[src/rtl/multicycle_ctrl_fsm.sv]
// multicycle_ctrl_fsm: multicycle RV32I sequencer driving datapath selects/enables and the memory handshake.
// Optional CTRL_PERF_CNT_EN adds cycle_cnt/instret_cnt performance counters.
module multicycle_ctrl_fsm #(
   parameter int WAIT_MAX = 255
`ifdef CTRL_PERF_CNT_EN
   ,parameter int CNT_W = 32
`endif
) (
   input  logic       clk,
   input  logic       reset,
   input  logic [6:0] op,
   input  logic       br_taken,
   input  logic       mem_ready,
   output logic       mem_req,
   output logic       mem_write,
   output logic       adr_src,
   output logic       ir_write,
   output logic       pc_write,
   output logic       reg_write,
   output logic [1:0] result_src,
   output logic [1:0] alu_src_a,
   output logic [1:0] alu_src_b,
   output logic [1:0] alu_op,
   output logic       halted,
   output logic       illegal_op,
   output logic       bus_timeout
`ifdef CTRL_PERF_CNT_EN
   ,output logic [CNT_W-1:0] cycle_cnt,
   output logic [CNT_W-1:0] instret_cnt
`endif
);
   localparam int WW = $clog2(WAIT_MAX + 1);
   typedef enum logic [3:0] {
      FETCH, DECODE, MEMADR, MEMREAD, MEMWB, MEMWRITE, EXR, EXI,
      ALUWB, BRANCH, JAL, JALR, JALR2, LUI, AUIPC, HALT
   } state_t;
   state_t state;
   logic [WW-1:0] wait_cnt;
   logic timeout;
   assign halted = state == HALT;
   // halting happens on the wait cycle that would bring the count up to WAIT_MAX
   assign timeout = mem_req && !mem_ready && wait_cnt == WW'(WAIT_MAX - 1);
   always_comb begin
      mem_req = 1'b0;
      mem_write = 1'b0;
      adr_src = 1'b0;
      ir_write = 1'b0;
      pc_write = 1'b0;
      reg_write = 1'b0;
      result_src = 2'b00;
      alu_src_a = 2'b00;
      alu_src_b = 2'b00;
      alu_op = 2'b00;
      if (!reset)
         case (state)
            FETCH: begin
               mem_req = 1'b1;
               if (mem_ready) begin
                  ir_write = 1'b1;
                  pc_write = 1'b1;
                  alu_src_b = 2'b10;
                  result_src = 2'b10;
               end
            end
            DECODE: begin
               alu_src_a = 2'b01;
               alu_src_b = 2'b01;
            end
            MEMADR, JALR: begin
               alu_src_a = 2'b10;
               alu_src_b = 2'b01;
            end
            MEMREAD: begin
               mem_req = 1'b1;
               adr_src = 1'b1;
            end
            MEMWB: begin
               result_src = 2'b01;
               reg_write = 1'b1;
            end
            MEMWRITE: begin
               mem_req = 1'b1;
               mem_write = 1'b1;
               adr_src = 1'b1;
            end
            EXR: begin
               alu_src_a = 2'b10;
               alu_op = 2'b10;
            end
            EXI: begin
               alu_src_a = 2'b10;
               alu_src_b = 2'b01;
               alu_op = 2'b10;
            end
            ALUWB: reg_write = 1'b1;
            BRANCH: begin
               alu_src_a = 2'b10;
               alu_op = 2'b01;
               pc_write = br_taken;
            end
            JAL, JALR2: begin
               alu_src_a = 2'b01;
               alu_src_b = 2'b10;
               pc_write = 1'b1;
            end
            LUI: begin
               alu_src_a = 2'b11;
               alu_src_b = 2'b01;
            end
            AUIPC: begin
               alu_src_a = 2'b01;
               alu_src_b = 2'b01;
            end
            default: ;
         endcase
   end
   always_ff @(posedge clk) begin
      if (reset) begin
         state <= FETCH;
         wait_cnt <= '0;
         illegal_op <= 1'b0;
         bus_timeout <= 1'b0;
      end else begin
         wait_cnt <= (mem_req && !mem_ready && !timeout) ? wait_cnt + 1'b1 : '0;
         if (timeout) begin
            state <= HALT;
            bus_timeout <= 1'b1;
         end else
            case (state)
               FETCH: if (mem_ready) state <= DECODE;
               DECODE:
                  case (op)
                     7'b0000011, 7'b0100011: state <= MEMADR;
                     7'b0110011: state <= EXR;
                     7'b0010011: state <= EXI;
                     7'b1100011: state <= BRANCH;
                     7'b1101111: state <= JAL;
                     7'b1100111: state <= JALR;
                     7'b0110111: state <= LUI;
                     7'b0010111: state <= AUIPC;
                     default: begin
                        state <= HALT;
                        illegal_op <= 1'b1;
                     end
                  endcase
               MEMADR: state <= op[5] ? MEMWRITE : MEMREAD;
               MEMREAD: if (mem_ready) state <= MEMWB;
               MEMWRITE: if (mem_ready) state <= FETCH;
               MEMWB, ALUWB, BRANCH: state <= FETCH;
               EXR, EXI, JAL, JALR2, LUI, AUIPC: state <= ALUWB;
               JALR: state <= JALR2;
               default: state <= HALT;
            endcase
      end
   end
`ifdef CTRL_PERF_CNT_EN
   logic retire;
   assign retire = state == MEMWB || state == ALUWB || state == BRANCH || (state == MEMWRITE && mem_ready);
   always_ff @(posedge clk) begin
      if (reset) begin
         cycle_cnt <= '0;
         instret_cnt <= '0;
      end else begin
         cycle_cnt <= cycle_cnt + 1'b1;
         instret_cnt <= instret_cnt + CNT_W'(retire);
      end
   end
`endif
endmodule

[config.mk]
export PLATFORM = sky130hd
export DESIGN_NAME = multicycle_ctrl_fsm
export DESIGN_NICKNAME = d
export VERILOG_FILES = /design/src/rtl/multicycle_ctrl_fsm.sv
export SDC_FILE = /design/constraint.sdc
export NUM_CORES = 1
export LEC_CHECK = 0
export ABC_CLOCK_PERIOD_IN_PS = 1500
export CORE_MARGIN = 5
export CORE_UTILIZATION = 44
export CTS_CLUSTER_DIAMETER = 120
export DETAILED_ROUTE_END_ITERATION = 7
export PLACE_DENSITY_LB_ADDON = 0.15
export SLEW_MARGIN = 20
export SYNTH_ARGS = -nofsm -noshare
export SYNTH_HDL_FRONTEND = slang
export SYNTH_SLANG_ARGS = --single-unit
[constraint.sdc]
create_clock -name clk -period 1.5 [get_ports clk]
set_clock_uncertainty 0.1 [all_clocks]
set_input_delay 0.225 -clock clk [delete_from_list [all_inputs] [get_ports clk]]
set_output_delay 0.225 -clock clk [all_outputs]
set_load 0.02 [all_outputs]
==> summary by stage <==
Floorplan
The floorplan step defined a die boundary enclosing 0.00363 mm^2. 28 I/O pins were placed. The die extent in y is 60.3 um.

From left edge to right edge, the die measures 60.3 um. After floorplanning, the core was divided into 18 placement rows. The floorplan step defined a core boundary enclosing 0.00245 mm^2. For this configuration, the core starts out at a cell density of 45.3%.

Synth
In the synthesized netlist the dominant register cell turns out to be dfxtp_1. By area the synthesized netlist is led by dfxtp_1, xnor2_1, nor2_1. The mean area per synthesized cell is 7.41 um^2.

Synthesis produced 150 cells. The post-synthesis cell type count is 44. The number of nets handed over by synthesis was 163. The area share of the leading cell type in the synthesized netlist is 25.2%. In this run, synthesis inferred 0 flip-flops with an integrated enable. Ranked by instance count, the synthesized netlist is headed by nor2_1, dfxtp_1, nand2_1, a21oi_1, o21ai_0. By instance count, the leading cell after synthesis is nor2_1. The sequential fraction of the synthesis area is 25.2%. Yosys printed 0 warnings. After synthesis the netlist holds a flip-flop and latch count of 14.

In the synthesized netlist the async set-or-reset flop fraction comes to 0%. The leading area contributor after synthesis is dfxtp_1. The post-synthesis instance area is 0.00111 mm^2.

Power
The total power divided by cell area is 2000 mW/mm^2. In this run the static leakage power is 0.000862 uW. The completed layout was analyzed and its total power is 4270 uW. Across the VDD grid, the largest voltage drop is 0.00165 V.

Setup path
The worst setup path is launched from a flop. Data on the critical path is required at its endpoint by 1.63 ns. The maximum net fanout on the critical path is 8. Measured in cells, the most critical reg-to-reg path has a length of 7.

The worst flop-to-flop path endpoint is wait_cnt[6]. At the worst endpoint, the arrival time is 1.94 ns. The worst setup path is captured at a flop.

The startpoint identified for the worst register-to-register timing path is state[2]. In this run the register-to-register setup slack is -0.31 ns. The critical path start-end classification is flop to flop.

Clocking
The TritonCTS clock tree is done. The clock insertion delay at the later pin of the skew report is 0.29 ns. The clock drives 14 sinks.

The clock slew seen by the registers of the worst setup and hold paths is 0.08 ns. The count of hold-fix buffers inserted at cts is 0. The number of CTS-inserted buffers is 3. The clock root buffer is clkbuf_4. In this run the deepest clock path goes through 2 buffers. CTS built an H-tree with a depth of 1.

Global routing
Global routing consumed, on the met2 layer, 38.3% of the routing resources. The met1 track demand over resource is 25.1%. The number of global-route vias before repair came to 1,317. Summed over all layers, the global routing overflow is 0. Entering global routing, the biggest net connects 13 pins. met2 is the most crowded layer. The met3 track demand over resource in global routing is 1.94%.

Across every metal layer, demand over resource in global routing totals 21.0%. The first global-routing pass estimated 5820 um of wire. The initial antenna violation count is 0.

Routing
The vias per cell is 5.80. The number of nets still failing antenna checks after routing is 0. The sum of routed wire length over all layers is 4540 um. The number of DRC violations after detailed-routing iteration 0 is 87. The total number of vias is 1,473. In the routed design, unresolved DRC markers number 0.

The number of detailed-route iterations in the first pass is 4. After detailed routing, the average wire length per cell comes to 17.9 um.

Final layout
The share of post-route cells with drive strength above 1 is 56.7%. The area used by multi-input combinational logic is 0.00100 mm^2. The count of inserted antenna diode cells is 0. The fill cell instance count of the final layout is 116.

The final layout contains 238 nets. At the end of the flow the core is filled with cells to 87.1%. Across the whole layout, storage elements account for 295 um^2. The area growth from synthesis to layout is 92.3%.

Timing
The relative max-transition margin is 81.6%. Setup repair after global routing could not meet its margin everywhere. The number of max-slew violations in the final report was 0. The highest clock rate is 0.553 GHz. In the finished design, the share of the clock period the worst path needs comes to 121%. The final period demand of the worst path is 1.81 ns. The slack of the critical path is -0.308 ns. Setup violations remaining at the end of the flow were counted as 28.

The transition at the pin with the smallest max-transition slack is 0.272 ns. The number of hold violations in the final report is 0.

Run status
The run finished, with violations left. The checks that failed: setup timing.

Worst hold path
For hold timing, the worst endpoint is illegal_op. The cell count of the worst hold path is 2. The classification of the worst-slack hold path is flop to flop. The startpoint of the tightest hold check path is illegal_op.

Placed design
The placer congestion estimate is 0.838. During placement, the flow inserted port buffers numbering 27. After legalization and detailed placement, the total HPWL measured 2530 um.

Run
The tool flagged a number of max-cap violations equal to 0.
==> routing by layer <==
metal	up-vias	wire (um)	share of wire, %
met5	-	0	0
met4	0	99	2.2
met3	14	238	5.2
met2	56	2460	54
met1	716	1750	38
li1	687	-	-
==> sequential cells by signal (all words and copies together) (netlist names) <==
name and count:
bus_timeout 1, state 4, illegal_op 1, wait_cnt 8
==> cell usage in the layout, fill, tap and decap left out, types with 2 or more instances in the layout <==
cell type / n
dlygate4sd2_1: 3
o21ai_0: 5
ha_1: 2
and3_1: 4
a211oi_2: 2
buf_8: 2
a21oi_1: 5
xor2_1: 4
nand3_1: 5
nor2_2: 10
xnor2_2: 2
clkdlybuf4s50_1: 8
nand2_1: 10
nor4_4: 5
a21oi_2: 5
nor2_1: 9
buf_6: 20
o21ai_2: 2
nor2_4: 4
nand2b_4: 2
nor2b_1: 2
inv_1: 4
inv_2: 2
clkbuf_4: 3
nand2_2: 2
nand4_1: 2
buf_4: 45
o31a_1: 2
dfxtp_1: 10
xnor2_1: 5
nor3_4: 4
dfxtp_4: 4
==> metrics by stage <==
stage / std cells / area [um^2] / hold slack [ns] / worst slack (ns) / setup TNS, ns
5_1_grt: 254 / 2140 / 0.412 / -0.363 / -7.92
4_1_cts: 248 / 1900 / 0.361 / -0.260 / -5.22
2_1_floorplan: 150 / 1190 / 0.339 / -0.115 / -0.956
3_5_place_dp: 242 / 1770 / 0.351 / -0.664 / -12.22
3_3_place_gp: 242 / 1770 / 0.334 / -0.619 / -11.47
6_report: 254 / 2140 / 0.373 / -0.308 / -6.57
==> how the worst max path moves through the flow <==
| stage | start | endpoint | slack, ns | cells past startpoint |
|---|---|---|---|---|
| final | state[2] | wait_cnt[6] | -0.31 | 7 |
| after global routing | state[2] | state[2] | -0.36 | 7 |
| after CTS | state[2] | wait_cnt[3] | -0.26 | 6 |
| after detailed placement | reset | pc_write | -0.66 | 5 |
| after global placement | reset | pc_write | -0.62 | 5 |
| after floorplan | state[2] | wait_cnt[3] | -0.12 | 7 |
==> worst max-delay path, stage by stage (launching register included) <==
cell and delay, ns:
dfxtp_4 0.39, xor2_1 0.19, mux2_4 0.30, buf_6 0.13, nor4_4 0.23, buf_4 0.18
nand2b_4 0.12, nor2_2 0.10
==> cell type report <==
| cell class | count | area share, % |
|---|---|---|
| inverters | 7 | 1.35 |
| repair buffers | 81 | 34.5 |
| flip-flops and latches | 14 | 13.8 |
| well taps | 30 | 1.76 |
| clock buffers | 4 | 1.70 |
| multi-input cells | 118 | 46.9 |
==> cell families after synthesis <==
family / count (synthesis) / share of synthesized area (%)
buffers and inverters: 18 / 8.22
adder cells (fa/ha/maj): 2 / 2.25
flip-flops: 14 / 25.2
multiplexers: 1 / 1.35
AO/OA/AOI/OAI: 35 / 19.9
XOR/XNOR: 11 / 8.67
AND/OR/NAND/NOR: 69 / 34.3
==> where the power goes <==
part	switching, uW	leakage (uW)	internal (uW)
Combinational	1660	0.000724	1680
Sequential	175	0.000116	480
Clock	127	0.0000210	148
==> timing repair <==
| action | in CTS | in global routing |
|---|---|---|
| pin swaps | 6 | 11 |
| buffers inserted | 2 | 6 |
| endpoints found under the setup margin | 30 | 29 |
| resized for setup | 111 | 45 |
| cloned | 0 | 0 |
(Power assumes the default switching activity.)
